## src/rtl/nvme_drv_pkg.sv

```systemverilog
// Shared NVMe driver types: arbiter FSM states, doorbell IDs and AXI4 encodings.
package nvme_drv_pkg;

  typedef enum logic {IDLE = 1'b0, ISSUE = 1'b1} arb_state_e;
  typedef enum logic {DB_SQ = 1'b0, DB_CQ = 1'b1} db_id_e;

  localparam int         NUM_DB         = 2;
  localparam logic [1:0] AXI_BURST_INCR = 2'b01;
  localparam logic [2:0] AXI_SIZE_4B    = 3'b010;
  localparam logic [1:0] AXI_RESP_OKAY  = 2'b00;

endpackage

```

## src/rtl/doorbell_arbiter.sv

```systemverilog
// Arbitrates SQ-tail / CQ-head doorbell requests onto single-beat AXI4 writes with credit limiting.
// Define DB_COALESCE_EN to keep doorbells always ready and write only the newest pending value.
module doorbell_arbiter
  import nvme_drv_pkg::*;
#(
  parameter int NM_ADDR_WIDTH   = 32,
  parameter int NM_DATA_WIDTH   = 128,
  parameter int MAX_OUTSTANDING = 4,
  parameter int SQ_DB_ADDR      = 1008,
  parameter int CQ_DB_ADDR      = 1012
) (
  input  logic                                   clk,
  input  logic                                   rstn,
  input  logic                                   sqdb_valid,
  output logic                                   sqdb_ready,
  input  logic [15:0]                            sqdb_value,
  input  logic                                   cqdb_valid,
  output logic                                   cqdb_ready,
  input  logic [15:0]                            cqdb_value,
  output logic [NM_ADDR_WIDTH-1:0]               nm_awaddr,
  output logic [7:0]                             nm_awlen,
  output logic [2:0]                             nm_awsize,
  output logic [1:0]                             nm_awburst,
  output logic                                   nm_awvalid,
  input  logic                                   nm_awready,
  output logic [NM_DATA_WIDTH-1:0]               nm_wdata,
  output logic [NM_DATA_WIDTH/8-1:0]             nm_wstrb,
  output logic                                   nm_wlast,
  output logic                                   nm_wvalid,
  input  logic                                   nm_wready,
  input  logic [1:0]                             nm_bresp,
  input  logic                                   nm_bvalid,
  output logic                                   nm_bready,
  output logic [NM_ADDR_WIDTH-1:0]               nm_araddr,
  output logic [7:0]                             nm_arlen,
  output logic [2:0]                             nm_arsize,
  output logic [1:0]                             nm_arburst,
  output logic                                   nm_arvalid,
  output logic                                   nm_rready,
  output logic [$clog2(MAX_OUTSTANDING+1)-1:0]   outstanding,
  output logic                                   bresp_err
);

  localparam int CW = $clog2(MAX_OUTSTANDING + 1);
  localparam int SW = NM_DATA_WIDTH / 8;
  localparam logic [CW-1:0] MAX_CNT = CW'(MAX_OUTSTANDING);

  logic [NUM_DB-1:0]       db_valid, db_ready, pending, grant;
  logic [NUM_DB-1:0][15:0] db_value, db_stored;

  arb_state_e state, state_n;
  db_id_e     gid;
  logic       prefer_cq, aw_done, w_done, aw_hs, w_hs, b_hs, issue_done;

  logic [NM_ADDR_WIDTH-1:0] issue_addr, sel_addr;
  logic [NM_DATA_WIDTH-1:0] issue_data, sel_data;
  logic [SW-1:0]            issue_strb, sel_strb;
  logic [1:0]               sel_lane;

  assign db_valid   = {cqdb_valid, sqdb_valid};
  assign db_value   = {cqdb_value, sqdb_value};
  assign sqdb_ready = db_ready[0];
  assign cqdb_ready = db_ready[1];

  // An accept in the grant cycle wins over the clear, so it becomes a fresh pending entry.
  for (genvar i = 0; i < NUM_DB; i++) begin : g_slot
    logic        pend_q, acc;
    logic [15:0] val_q;
`ifdef DB_COALESCE_EN
    assign db_ready[i] = 1'b1;
`else
    assign db_ready[i] = ~pend_q;
`endif
    assign acc = db_valid[i] & db_ready[i];
    always_ff @(posedge clk or negedge rstn) begin
      if (!rstn) begin
        pend_q <= 1'b0;
        val_q  <= '0;
      end else if (acc) begin
        pend_q <= 1'b1;
        val_q  <= db_value[i];
      end else if (grant[i]) begin
        pend_q <= 1'b0;
      end
    end
    assign pending[i]   = pend_q;
    assign db_stored[i] = val_q;
  end

  always_comb begin
    state_n    = state;
    grant      = '0;
    issue_done = 1'b0;
    gid        = DB_SQ;
    aw_hs      = nm_awvalid & nm_awready;
    w_hs       = nm_wvalid & nm_wready;
    if (pending[1] && (!pending[0] || prefer_cq)) gid = DB_CQ;
    if (state == IDLE) begin
      if ((|pending) && (outstanding < MAX_CNT)) begin
        grant   = (gid == DB_CQ) ? 2'b10 : 2'b01;
        state_n = ISSUE;
      end
    end else if ((aw_done | aw_hs) && (w_done | w_hs)) begin
      issue_done = 1'b1;
      state_n    = IDLE;
    end
  end

  always_comb begin
    sel_addr = (gid == DB_CQ) ? NM_ADDR_WIDTH'(CQ_DB_ADDR) : NM_ADDR_WIDTH'(SQ_DB_ADDR);
    sel_lane = sel_addr[3:2];
    sel_data = NM_DATA_WIDTH'(db_stored[gid]) << (32 * sel_lane);
    sel_strb = SW'(4'hF) << (4 * sel_lane);
  end

  assign b_hs = nm_bvalid & nm_bready;

  // The round-robin pointer only moves on contested grants; a lone request leaves it alone.
  always_ff @(posedge clk or negedge rstn) begin
    if (!rstn) begin
      state       <= IDLE;
      prefer_cq   <= 1'b0;
      aw_done     <= 1'b0;
      w_done      <= 1'b0;
      issue_addr  <= '0;
      issue_data  <= '0;
      issue_strb  <= '0;
      outstanding <= '0;
      bresp_err   <= 1'b0;
    end else begin
      state <= state_n;
      if (|grant) begin
        issue_addr <= sel_addr;
        issue_data <= sel_data;
        issue_strb <= sel_strb;
        if (&pending) prefer_cq <= (gid == DB_SQ);
      end
      if (issue_done) begin
        aw_done <= 1'b0;
        w_done  <= 1'b0;
      end else begin
        if (aw_hs) aw_done <= 1'b1;
        if (w_hs)  w_done  <= 1'b1;
      end
      if (issue_done && !b_hs)      outstanding <= outstanding + 1'b1;
      else if (!issue_done && b_hs) outstanding <= outstanding - 1'b1;
      if (nm_bvalid && (nm_bresp != AXI_RESP_OKAY)) bresp_err <= 1'b1;
    end
  end

  assign nm_awvalid = (state == ISSUE) & ~aw_done;
  assign nm_wvalid  = (state == ISSUE) & ~w_done;
  assign nm_awaddr  = issue_addr;
  assign nm_awlen   = 8'd0;
  assign nm_awsize  = AXI_SIZE_4B;
  assign nm_awburst = AXI_BURST_INCR;
  assign nm_wdata   = issue_data;
  assign nm_wstrb   = issue_strb;
  assign nm_wlast   = nm_wvalid;
  assign nm_bready  = 1'b1;

  assign nm_araddr  = '0;
  assign nm_arlen   = 8'd0;
  assign nm_arsize  = 3'd0;
  assign nm_arburst = 2'd0;
  assign nm_arvalid = 1'b0;
  assign nm_rready  = 1'b0;

endmodule

```

## config.mk

```make
export PLATFORM = sky130hd
export DESIGN_NAME = doorbell_arbiter
export DESIGN_NICKNAME = d
export VERILOG_FILES = /design/src/rtl/nvme_drv_pkg.sv /design/src/rtl/doorbell_arbiter.sv
export SDC_FILE = /design/constraint.sdc
export NUM_CORES = 1
export LEC_CHECK = 0
export BUFFER_PORTS_ARGS = -buffer_cell sky130_fd_sc_hd__buf_2
export CAP_MARGIN = 25
export CELL_PAD_IN_SITES_DETAIL_PLACEMENT = 1
export CELL_PAD_IN_SITES_GLOBAL_PLACEMENT = 1
export CORE_MARGIN = 1
export CORE_UTILIZATION = 32
export CTS_BUF_LIST = sky130_fd_sc_hd__clkbuf_8
export CTS_CLUSTER_DIAMETER = 150
export DETAILED_ROUTE_END_ITERATION = 10
export PLACE_DENSITY = 0.87
export SYNTH_ARGS = -nofsm -noshare
export SYNTH_HDL_FRONTEND = slang
export SYNTH_SLANG_ARGS = --single-unit
```

## constraint.sdc

```tcl
create_clock -name clk -period 2.06 [get_ports clk]
set_input_delay 0.206 -clock clk [delete_from_list [all_inputs] [get_ports clk]]
set_output_delay 0.206 -clock clk [all_outputs]
set_load 0.1 [all_outputs]
```

==> Word level (Yosys, flattened, before mapping) <==
Index checks and enable logic that the tools add are counted.
{ "totals": {"in_bits": 41, "reg_bits": 218} }
{ "classes": {"add_sub_neg": 2, "shift": 2, "bitwise_logic": 13, "magnitude_cmp": 2, "n_reduce_logical": 19, "n_mux": 22} }
{ "ops": {"columns": ["operator", "n"], "rows": [
  ["$shl A16 B6 Y128", 1],
  ["$mux W16", 2],
  ["$shl A4 B3 Y16 const A", 1],
  ["$mux W1", 14],
  ["$reduce_bool A2 Y1", 6],
  ["$mux W3", 3],
  ["$and A1 B1 Y1", 6],
  ["$logic_and A1 B1 Y1", 6],
  ["$mux W2", 3],
  ["$not A1 Y1", 5],
  ["$reduce_or A2 Y1", 2],
  ["$add A3 B1 Y3 const B", 1],
  ["$logic_not A1 Y1", 3],
  ["$lt A3 B3 Y1 const B", 1],
  ["$reduce_and A3 Y1", 1],
  ["$sub A3 B1 Y3 const B", 1],
  ["$lt A1 B2 Y1 const B", 1],
  ["$or A1 B1 Y1", 2],
  ["$logic_or A1 B1 Y1", 1]
]} }

==> Logic depth before layout (Yosys ltp) <==
Gate-level depths: netlist of the first run.
{ "logic_depth": {"word_depth": 11, "mapped_depth": 8, "depth_no_buf": 8} }

==> Worst setup path before layout of the first run <==
No wires, ideal clock.
{ "synth_path": {"kind": "reg2out", "from": "register state", "to": "output nm_wvalid", "path_buffers": 1, "path_stages_with_launch": 4, "t_arrival_ps": 2307, "setup_slack_ps": -453, "path_cell_list": "dfrtp_1 inv_1 nor2_1 buf_4"} }
{ "synth_via": {"elab_chain_len": 1} }
{ "synth_lines": {"columns": ["element", "line_no", "source"], "rows": [
  ["start: declaration", "doorbell_arbiter.sv:51", "arb_state_e state, state_n;"],
  ["start signal: assignment", "doorbell_arbiter.sv:131", "state <= state_n;"],
  ["$and A1 B1 Y1", "doorbell_arbiter.sv:152", "assign nm_wvalid = (state == ISSUE) & ~w_done;"],
  ["end: declaration", "doorbell_arbiter.sv:29", "output logic nm_wvalid,"]
]} }
No other way between the ends.

==> Worst setup path after layout of the first run <==
{ "layout_path": {"from": "register aw_done", "to": "register outstanding[1]"} }
{ "layout_via": {"elab_chain_len": 10, "elab_cells_between_ends": 12, "cone_classes": "3 x mux; 4 x bitwise; 5 x reduce/logical"} }
{ "layout_lines": {"columns": ["element", "line_no", "source"], "rows": [
  ["start: declaration", "doorbell_arbiter.sv:53", "logic prefer_cq, aw_done, w_done, aw_hs, w_hs, b_hs, issue_done;"],
  ["start signal: assignment", "doorbell_arbiter.sv:123", "aw_done <= 1'b0;"],
  ["start signal: assignment", "doorbell_arbiter.sv:139", "aw_done <= 1'b0;"],
  ["start signal: assignment", "doorbell_arbiter.sv:142", "if (aw_hs) aw_done <= 1'b1;"],
  ["$not A1 Y1", "doorbell_arbiter.sv:151", "assign nm_awvalid = (state == ISSUE) & ~aw_done;"],
  ["$and A1 B1 Y1", "doorbell_arbiter.sv:151", null],
  ["$and A1 B1 Y1", "doorbell_arbiter.sv:95", "aw_hs = nm_awvalid & nm_awready;"],
  ["$or A1 B1 Y1 *", "doorbell_arbiter.sv:103", "end else if ((aw_done | aw_hs) && (w_done | w_hs)) begin"],
  ["$logic_and A1 B1 Y1 *", "doorbell_arbiter.sv:103", null],
  ["$mux W1 *", "doorbell_arbiter.sv:103", null],
  ["$mux W1 *", "doorbell_arbiter.sv:98", "if (state == IDLE) begin"],
  ["$logic_not A1 Y1", "doorbell_arbiter.sv:146", "else if (!issue_done && b_hs) outstanding <= outstanding - 1'b1;"],
  ["$logic_and A1 B1 Y1", "doorbell_arbiter.sv:146", null],
  ["$reduce_bool A2 Y1 (no line)", null, null],
  ["end signal: assignment", "doorbell_arbiter.sv:145", "if (issue_done && !b_hs) outstanding <= outstanding + 1'b1;"],
  ["end signal: assignment", "doorbell_arbiter.sv:146", null],
  ["end: declaration", "doorbell_arbiter.sv:40", "output logic [$clog2(MAX_OUTSTANDING+1)-1:0] outstanding,"]
]} }
Mark *: on every way between the ends. The rest lies on a longest branch, timed or not.
A chain may end at the register's enable or synchronous reset.

==> key figures, run 1 <==
Worst setup path
  – Kind of critical path: reg -> reg
  – Worst EP required: about 2.3 ns
  – Critical path capture point type: flip-flop
  – Slowest CP cell: dfrtp_1
  – Largest stage delay on the critical path: 0.41 ns
  – Worst R2R End: outstanding[1]
  – Top Family by Delay on Critical Path: adder cells
  – Reg2Reg Depth: 6
  – Worst R2R Start: aw_done
  – R2r setup slk: approximately 0.21 ns
  – Arr. time, crit path: 2.10 ns
  – Critical path's most frequent cell: o21a_1
  – Max FO, Critical Path: 3
  – Cells along the critical path: o21a_1 -> o21a_1 -> ha_1 -> inv_1 -> fa_1 -> mux2_2
  – Crit path buf inv count: 1
  – Critical Path Start Type: flip-flop

Timing
  – Final hold vios: 0
  – Clk_skew: ~0.011 ns
  – Fin crit period: 1.85 ns
  – Max Slew Vio Count: 0
  – Tcrit/Tclk final: 0.898
  – Hold slack: just over 0.07 ns
  – Final setup fails: 0
  – RSZ-0062 raised after global routing: no
  – Worst Tran Pin Value: roughly 0.53 ns
  – Slew Limit Headroom: 0.646
  – Final worst slack: about 0.21 ns
  – Setup TNS: 0 ns
  – Fmax: 541 MHz

Yosys
  – Top_reg_cell synth: dfrtp_1
  – Synth Warn #: 0
  – Cells after synthesis: slightly below 400
  – Sequential element share of the synthesized area: 0.435
  – Mapped Area: 4430 µm²
  – Most numerous cell in the Yosys netlist: buf_4
  – Ys async rst share: 1.00
  – Share of the synthesized area in the top cell type: 0.435
  – Synthesis-stage register bit count: between 70 and 80
  – Synth top cells by count: buf_4 (203), dfrtp_1 (77), mux2_2 (33)
  – Syn avg cell area: between 10 and 15 µm²
  – Synth cell types: 24
  – Synth area leader: dfrtp_1
  – EDFF count, synth: 0
  – Largest cells by area after synthesis: dfrtp_1 (44%), buf_4 (34%), mux2_2 (8.4%)

CTS
  – Post-CTS Setup Inserts: 0
  – Worst-Skew Late Latency: 0.36 ns
  – CTS tree: done
  – Root Driver: clkbuf_8
  – Max Root-Sink Buffers: 2
  – Depth of the CTS H-tree: 3
  – CTS resizes: 0
  – Sink Count: 77
  – CTS clk-pin slew, worst paths: around 0.09 ns
  – Hold-fix buffers at CTS: 1
  – Num CTS Buffers: 9

Hold path
  – Worst Hold Path EP: g_slot[0].pend_q
  – Hold Path Cell Cnt: 3
  – HP Class: in -> reg
  – Hold_sp: sqdb_valid

Place
  – Gpl congestion: roughly 0.72
  – Post-place setup slack: between 0.2 and 0.25 ns
  – Port bufs: 96
  – Placed Cells: roughly 650
  – Hpwl dp: around 6300 µm

Cells and area
  – Layout Nets: 530
  – FILL cells: between 1500 and 2000
  – Fin cells: approximately 670
  – Flip-flop and latch area: approximately 1900 µm²
  – Multi-input logic area: approximately 1600 µm²
  – Layout cells sized above 1: 0.317
  – Syn-to-layout area delta: 3.39%
  – ANT cells: 0

Floorplan
  – Die X: approximately 120 µm
  – Rows: 42
  – Io pins: about 290
  – Die ar.: about 14000 µm²
  – Initial Util: 0.332
  – Die Ht: approximately 120 µm
  – Core area: 13300 µm²

Global route
  – Met3 Use GR: 0.0447
  – GR Util met2: 0.216
  – Number of global-route vias before repair: 2396
  – Global route overflow: 0
  – GRT Total Usage: 0.120
  – Pin count of the biggest net entering global routing: between 40 and 50
  – Initial antenna violation count: 0
  – GRT busiest layer: met2
  – First-pass GRT wire length: roughly 13000 µm
  – Global-route met1 utilization: 0.126

Drt
  – DRC: 0
  – Vias per Instance: 3.75
  – WL per Instance: 12.6 µm
  – Vias post-DR: between 2000 and 3000
  – DR pass1 iterations: 4
  – Post-route ant nets: 0
  – DRT Wirelength: about 8400 µm
  – Iteration-0 DRC Markers: 30

Outcome
  – Status: complete, no violations

Job
  – Max cap viols: 0
## per-stage QoR
step	instance area, µm²	utilization
6_report	4580	0.343
5_1_grt	4580	0.343
4_1_cts	4580	0.343
3_5_place_dp	4350	0.326
3_3_place_gp	4350	0.326
2_1_floorplan	5140	-
## placed cells by master (no fill, tap or decap), types with 2 or more instances in the layout
| cell | instances |
|---|---|
| bufinv_16 | 2 |
| mux2_2 | 33 |
| nor2_1 | 9 |
| xnor2_1 | 2 |
| inv_6 | 2 |
| buf_2 | 95 |
| conb_1 | 190 |
| clkinv_4 | 2 |
| a22o_1 | 32 |
| xor2_1 | 2 |
| nand2b_1 | 2 |
| buf_12 | 2 |
| dfrtp_1 | 77 |
| o21a_1 | 2 |
| a21oi_1 | 5 |
| clkbuf_8 | 9 |
| buf_4 | 6 |
| inv_1 | 7 |
## worst register-to-register path: stages, from the launching register on
cell	delay (ns)
dfrtp_1	0.41
o21a_1	0.21
o21a_1	0.14
ha_1	0.21
inv_1	0.08
fa_1	0.41
mux2_2	0.27
## final cells by class
| class | instances | share of cell area |
|---|---|---|
| flip-flops and latches | 77 | 0.421 |
| well taps | 176 | 0.0481 |
| multi-input cells | 288 | 0.352 |
| clock inverters | 7 | 0.0216 |
| repair buffers | 104 | 0.125 |
| inverters | 7 | 0.00574 |
| clock buffers | 9 | 0.0271 |
## state kept, by name, summed over array words and instances (netlist names)
name / flops
outstanding: 3
aw_done: 1
nm_wstrb: 2
nm_awaddr: 1
nm_wdata: 32
state: 1
g_slot.val_q: 32
prefer_cq: 1
bresp_err: 1
g_slot.pend_q: 2
w_done: 1
## how the worst max path moves through the flow
| stage | start | to | slack [ns] | cells past startpoint |
|---|---|---|---|---|
| 2_1_floorplan | state | nm_wvalid | 0.06 | 3 |
| 3_3_place_gp | aw_done | outstanding[1] | 0.32 | 6 |
| 3_5_place_dp | aw_done | outstanding[1] | 0.21 | 6 |
| 4_1_cts | aw_done | outstanding[2] | 0.20 | 8 |
| 5_1_grt | aw_done | outstanding[2] | 0.07 | 8 |
| 6_report | aw_done | outstanding[1] | 0.21 | 6 |
## metal layers
| layer | part of all wire | vias up |
|---|---|---|
| li1 | - | 1091 |
| met1 | 0.36 | 1242 |
| met2 | 0.54 | 162 |
| met3 | 0.094 | 8 |
| met4 | 0.011 | 0 |
| met5 | 0 | - |
## logic make-up after synthesis
family / after synthesis / synth area share
xor gates and xnor gates: 4 / 0.00791
buffers and inverters: 221 / 0.364
AOI/OAI and AO/OA: 44 / 0.0848
muxes: 33 / 0.0839
DFF: 77 / 0.435
other: 2 / 0.00170
adders and majority gates: 2 / 0.00735
and+or+nand+nor: 15 / 0.0153
Power of run 1 is left out: the tool's default activity adds up to more than one toggle a clock period on the data nets, which glitch-free logic cannot reach.
==> run 2: changes to the inputs <==
CORE_MARGIN = 3   (was 1)
PLACE_DENSITY = 0.95   (was 0.87)
REMOVE_ABC_BUFFERS = 1   (was default)
==> run 2 against run 1 <==
- via count fell by 0.64%
- clock-buffer cell count grew 2
- worst hold slack better by 0.0011 ns
- non-clock buffer count up 1
- die area grew 6.8%
- fmax fell by 1.6%
- sequential cell count unchanged
- largest cell class unchanged
- clock skew increased by 0.0051 ns
- core utilization about the same
==> key figures, run 2 (same netlist as run 1, synthesis figures left out) <==
Global route
  – Initial antenna violation count: 0 (unchanged)
  – First-pass GRT wire length: 12600 µm (was 13000 µm)
  – GRT Total Usage: 0.109 (was 0.120)
  – Global route overflow: 0 (unchanged)
  – Number of global-route vias before repair: 2390 (was 2396)
  – Pin count of the biggest net entering global routing: 39 (was 41)

Worst setup path
  – Slowest CP cell: dfrtp_1 (unchanged)
  – Setup crit start: aw_done (unchanged)
  – Critical path destination: outstanding[2] (was outstanding[1])
  – Cells along the critical path: o21a_1 -> o21a_1 -> ha_1 -> inv_1 -> fa_1 -> xor2_1 -> nor2_1 -> xor2_1 (was o21a_1 -> o21a_1 -> ha_1 -> inv_1 -> fa_1 -> mux2_2)
  – Kind of critical path: reg -> reg (unchanged)
  – Largest stage delay on the critical path: 0.38 ns (was 0.41 ns)
  – Worst R2R Start: aw_done (unchanged)
  – Arr. time, crit path: 2.16 ns (was 2.10 ns)
  – R2r setup slk: 0.18 ns (was 0.21 ns)
  – Critical path capture point type: flip-flop (unchanged)
  – Worst EP required: 2.34 ns (was 2.31 ns)
  – Reg2Reg Depth: 8 (was 6)
  – Max FO, Critical Path: 3 (unchanged)
  – Critical Path Start Type: flip-flop (unchanged)
  – Worst R2R End: outstanding[2] (was outstanding[1])

CTS
  – CTS resizes: 0 (unchanged)
  – Post-CTS Setup Inserts: 0 (unchanged)
  – CTS tree: done (unchanged)
  – Root Driver: clkbuf_8 (unchanged)
  – Worst-Skew Late Latency: 0.36 ns (about the same)
  – Num CTS Buffers: 9 (unchanged)
  – Hold-fix buffers at CTS: 1 (unchanged)
  – CTS clk-pin slew, worst paths: 0.09 ns (about the same)
  – Depth of the CTS H-tree: 3 (unchanged)
  – Sink Count: 77 (unchanged)
  – Max Root-Sink Buffers: 2 (unchanged)

Timing
  – Clk_skew: 0.0156 ns (was 0.0105 ns)
  – Tcrit/Tclk final: 0.913 (was 0.898)
  – Fin crit period: 1.88 ns (was 1.85 ns)
  – Setup TNS: 0 ns (unchanged)
  – Hold slack: 0.0736 ns (was 0.0725 ns)
  – Final worst slack: 0.180 ns (was 0.211 ns)
  – Final setup fails: 0 (unchanged)
  – Fmax: 532 MHz (was 541 MHz)
  – Slew Limit Headroom: 0.651 (was 0.646)
  – Final hold vios: 0 (unchanged)
  – RSZ-0062 raised after global routing: no (unchanged)
  – Max Slew Vio Count: 0 (unchanged)
  – Worst Tran Pin Value: 0.523 ns (was 0.531 ns)

Floorplan
  – Core area: 13400 µm² (was 13300 µm²)
  – Die X: 124 µm (was 120 µm)
  – Initial Util: 0.330 (was 0.332)
  – Rows: 42 (unchanged)
  – Die Ht: 124 µm (was 120 µm)
  – Io pins: 287 (unchanged)
  – Die ar.: 15300 µm² (was 14300 µm²)

Cells and area
  – Commonest non-fill, non-tap cell in the layout: conb_1 (unchanged)
  – Syn-to-layout area delta: 3.79% (was 3.39%)
  – Layout Nets: 531 (was 530)
  – ANT cells: 0 (unchanged)
  – Layout cells sized above 1: 0.320 (was 0.317)
  – FILL cells: 1566 (was 1593)
  – Commonest non-fill, non-tap cells in the layout: conb_1 (190), buf_2 (95), dfrtp_1 (77), mux2_2 (33), a22o_1 (32) (unchanged)

Place
  – Post-place setup slack: 0.181 ns (was 0.205 ns)
  – Gpl congestion: 0.725 (was 0.720)
  – Hpwl dp: 7010 µm (was 6250 µm)
  – Port bufs: 96 (unchanged)

Drt
  – DRC: 0 (unchanged)
  – Vias post-DR: 2487 (was 2503)
  – Max Used Layer: met4 (unchanged)
  – WL per Instance: 13.5 µm (was 12.6 µm)
  – Post-route ant nets: 0 (unchanged)
  – DR WL met2: 4940 µm (was 4540 µm)
  – Met1 Routed Length: 3060 µm (was 3010 µm)
  – DRT Wirelength: 9040 µm (was 8430 µm)
  – Iteration-0 DRC Markers: 69 (was 30)
  – Vias per Instance: 3.72 (was 3.75)
  – DR pass1 iterations: 4 (unchanged)
  – Metal3 WL: 875 µm (was 789 µm)

Hold path
  – HP Class: in -> reg (unchanged)

Outcome
  – Status: complete, no violations (unchanged)

Job
  – Max cap viols: 0 (unchanged)
run 2: per-layer routing:
layer / global-route usage / up-vias
met2: 0.199 / 143
li1: - / 1085
met1: 0.113 / 1247
met3: 0.0350 / 12
met5: 0 / -
met4: 0.0512 / 0
run 2: final cells by class:
| cell class | count | area, µm² | area share |
|---|---|---|---|
| Clock buffer | 11 | 151 | 0.0329 |
| Clock inverter | 5 | 81.3 | 0.0177 |
| Inverter | 7 | 26.3 | 0.00572 |
| Multi-Input combinational cell | 288 | 1610 | 0.351 |
| Sequential cell | 77 | 1930 | 0.419 |
| Tap cell | 176 | 220 | 0.0479 |
| Timing Repair Buffer | 105 | 578 | 0.126 |
run 2: how the worst min path moves through the flow:
stage	start	to	slack, ns	depth (start not counted)
2_1_floorplan	rstn	aw_done	-0.09	0
5_1_grt	sqdb_value[12]	g_slot[0].val_q[12]	0.05	2
6_report	sqdb_value[12]	g_slot[0].val_q[12]	0.07	2
3_3_place_gp	rstn	nm_wdata[42]	0.22	1
4_1_cts	sqdb_value[12]	g_slot[0].val_q[12]	0.04	2
3_5_place_dp	rstn	nm_wdata[42]	0.22	1
run 2: per-stage QoR:
step                      utilization  area [µm²]  std cells
after floorplan                     -        3550        372
after global placement          0.325        4350        652
after detailed placement        0.325        4350        652
after CTS                       0.343        4600        669
after global routing            0.343        4600        669
final                           0.343        4600        669
run 2: critical path, delay by kind of cell (launching register included):
family / cells / cell delay, ns
compound gates: 2 / 0.36
xor+xnor: 2 / 0.32
fa+ha+maj: 2 / 0.58
buf+inv: 1 / 0.06
flops: 1 / 0.38
simple gates: 1 / 0.11
Power of run 2 is left out for the same reason.
==> run 3: changes to the inputs <==
GPL_TIMING_DRIVEN = 0   (was default)
==> run 3 against run 2 <==
- via count is 1.4% lower
- register-to-register slack worse by 0.02 ns
- clock skew is 0.011 ns lower
- sequential share of layout area barely moved
- worst setup slack lost 0.021 ns
- critical path depth unchanged
- non-clock buffer count shrank 3
- global-route usage fell by 0.44 points
- worst hold slack gained 0.0063 ns
- first-iteration DRC count shrank 36%
- die area stayed put
- clock-buffer cell count is the same
- largest cell class unchanged
==> key figures, run 3 (same netlist as run 1, synthesis figures left out) <==
Outcome
  – Status: complete, no violations (unchanged)

Cells and area
  – Commonest non-fill, non-tap cell in the layout: conb_1 (unchanged)
  – FILL cells: 1584 (was 1566)
  – Commonest non-fill, non-tap cells in the layout: conb_1 (190), buf_2 (95), dfrtp_1 (76), mux2_2 (33), a22o_1 (32) (was conb_1 (190), buf_2 (95), dfrtp_1 (77), mux2_2 (33), a22o_1 (32))
  – Layout cells sized above 1: 0.317 (was 0.320)
  – Syn-to-layout area delta: 3.87% (was 3.79%)
  – ANT cells: 0 (unchanged)
  – Flip-flop and latch area: 1930 µm² (about the same)
  – Multi-input logic area: 1610 µm² (unchanged)
  – Layout Nets: 528 (was 531)

Floorplan
  – Io pins: 287 (unchanged)
  – Core area: 13400 µm² (unchanged)
  – Die ar.: 15300 µm² (unchanged)
  – Rows: 42 (unchanged)
  – Die Ht: 124 µm (unchanged)
  – Initial Util: 0.330 (unchanged)
  – Die X: 124 µm (unchanged)

Timing
  – RSZ-0062 raised after global routing: no (unchanged)
  – Clk_skew: 0.00460 ns (was 0.0156 ns)
  – Worst Tran Pin Value: 0.885 ns (was 0.523 ns)
  – Fmax: 526 MHz (was 532 MHz)
  – Slew Limit Headroom: 0.407 (was 0.651)
  – Setup TNS: 0 ns (unchanged)
  – Tcrit/Tclk final: 0.923 (was 0.913)
  – Final hold vios: 0 (unchanged)
  – Max Slew Vio Count: 0 (unchanged)
  – Final setup fails: 0 (unchanged)
  – Fin crit period: 1.90 ns (was 1.88 ns)

Drt
  – Vias post-DR: 2451 (was 2487)
  – WL per Instance: 13.0 µm (was 13.5 µm)
  – Iteration-0 DRC Markers: 44 (was 69)
  – Vias per Instance: 3.69 (was 3.72)
  – Post-route ant nets: 0 (unchanged)
  – DRT Wirelength: 8620 µm (was 9040 µm)
  – DR pass1 iterations: 4 (unchanged)
  – DRC: 0 (unchanged)

Global route
  – GRT Total Usage: 0.105 (was 0.109)
  – Number of global-route vias before repair: 2290 (was 2390)
  – Pin count of the biggest net entering global routing: 42 (was 39)
  – Initial antenna violation count: 0 (unchanged)
  – First-pass GRT wire length: 12100 µm (was 12600 µm)
  – Global route overflow: 0 (unchanged)

CTS
  – Sink Count: 77 (unchanged)
  – Root Driver: clkbuf_8 (unchanged)
  – Num CTS Buffers: 9 (unchanged)
  – Depth of the CTS H-tree: 3 (unchanged)
  – Max Root-Sink Buffers: 2 (unchanged)
  – CTS tree: done (unchanged)
  – CTS clk-pin slew, worst paths: 0.08 ns (was 0.09 ns)
  – Worst-Skew Late Latency: 0.35 ns (was 0.36 ns)

Worst setup path
  – Kind of critical path: reg -> reg (unchanged)
  – Worst EP required: 2.34 ns (about the same)
  – Critical Path Start Type: flip-flop (unchanged)
  – Critical path capture point type: flip-flop (unchanged)
  – Largest stage delay on the critical path: 0.43 ns (was 0.38 ns)
  – Slowest CP cell: dfrtp_2 (was dfrtp_1)
  – Arr. time, crit path: 2.18 ns (was 2.16 ns)
  – Top Family by Delay on Critical Path: adder cells (unchanged)
  – Crit path buf inv count: 1 (unchanged)
  – Max FO, Critical Path: 6 (was 3)
  – Cells along the critical path: o21a_1 -> o21a_1 -> ha_1 -> inv_1 -> fa_1 -> xor2_1 -> nor2_1 -> xor2_1 (unchanged)

Job
  – Max cap viols: 0 (unchanged)

Place
  – Gpl congestion: 0.676 (was 0.725)
  – Port bufs: 96 (unchanged)
  – Hpwl dp: 6830 µm (was 7010 µm)

Hold path
  – HP Class: in -> reg (unchanged)
==> run 3: cell types whose count changed in the layout (fill, tap and decap cells not counted), sizes merged <==
cell,previous run,this run
inv,8,7
clkinvlp,1,0
buf,104,101
bufinv,2,3
==> run 3: path summary, 6_finish.rpt <==
kind / start / endpoint / slack [ns] / cells past startpoint
min in group asynchronous: rstn / g_slot[1].val_q[13] / 0.37 / 2
hold / removal: sqdb_value[15] / g_slot[0].val_q[15] / 0.08 / 2
hold reg to reg: bresp_err / bresp_err / 0.47 / 1
setup / recovery: state / outstanding[2] / 0.16 / 8
setup reg to reg: state / outstanding[2] / 0.16 / 8
max in group asynchronous: rstn / g_slot[0].val_q[2] / 1.10 / 3
==> run 3: what timing repair did <==
| item | CTS | global route |
|---|---|---|
| endpoints found under the setup margin | 0 | 1 |
| buffers inserted | 0 | 2 |
| hold buffers | 1 | 0 |
| hold endpoints to repair | 36 | 0 |
| gates resized for setup | 0 | 1 |
==> run 3: final cells by class <==
type	count	area share
inverter	7	0.00571
tap	176	0.0479
multi-input combinational	288	0.350
timing repair buffer	102	0.123
clock inverter	4	0.0207
clock buffer	11	0.0329
sequential	77	0.419
==> run 3: per-stage QoR <==
stage / hold WS [ns] / std cells / setup WS (ns) / util / cell area, µm²
2_1_floorplan: -0.0896 / 372 / -2.22 / - / 3550
3_3_place_gp: 0.431 / 644 / -0.985 / 0.317 / 4250
3_5_place_dp: 0.196 / 647 / 0.0883 / 0.323 / 4330
4_1_cts: 0.0483 / 663 / 0.0616 / 0.342 / 4580
5_1_grt: 0.0413 / 665 / 0.0296 / 0.343 / 4600
6_report: 0.0799 / 665 / 0.159 / 0.343 / 4600
==> run 3: layer usage <==
layer  routed length, µm  part of all wire  global-route usage  vias up
met5                   0                 0                   0        -
met4                  74            0.0086              0.0249        0
met3                 971              0.11              0.0559        6
met2                4670              0.54               0.185      146
met1                2900              0.34               0.110     1222
li1                    -                 -                   -     1077
Power of run 3 is left out for the same reason.
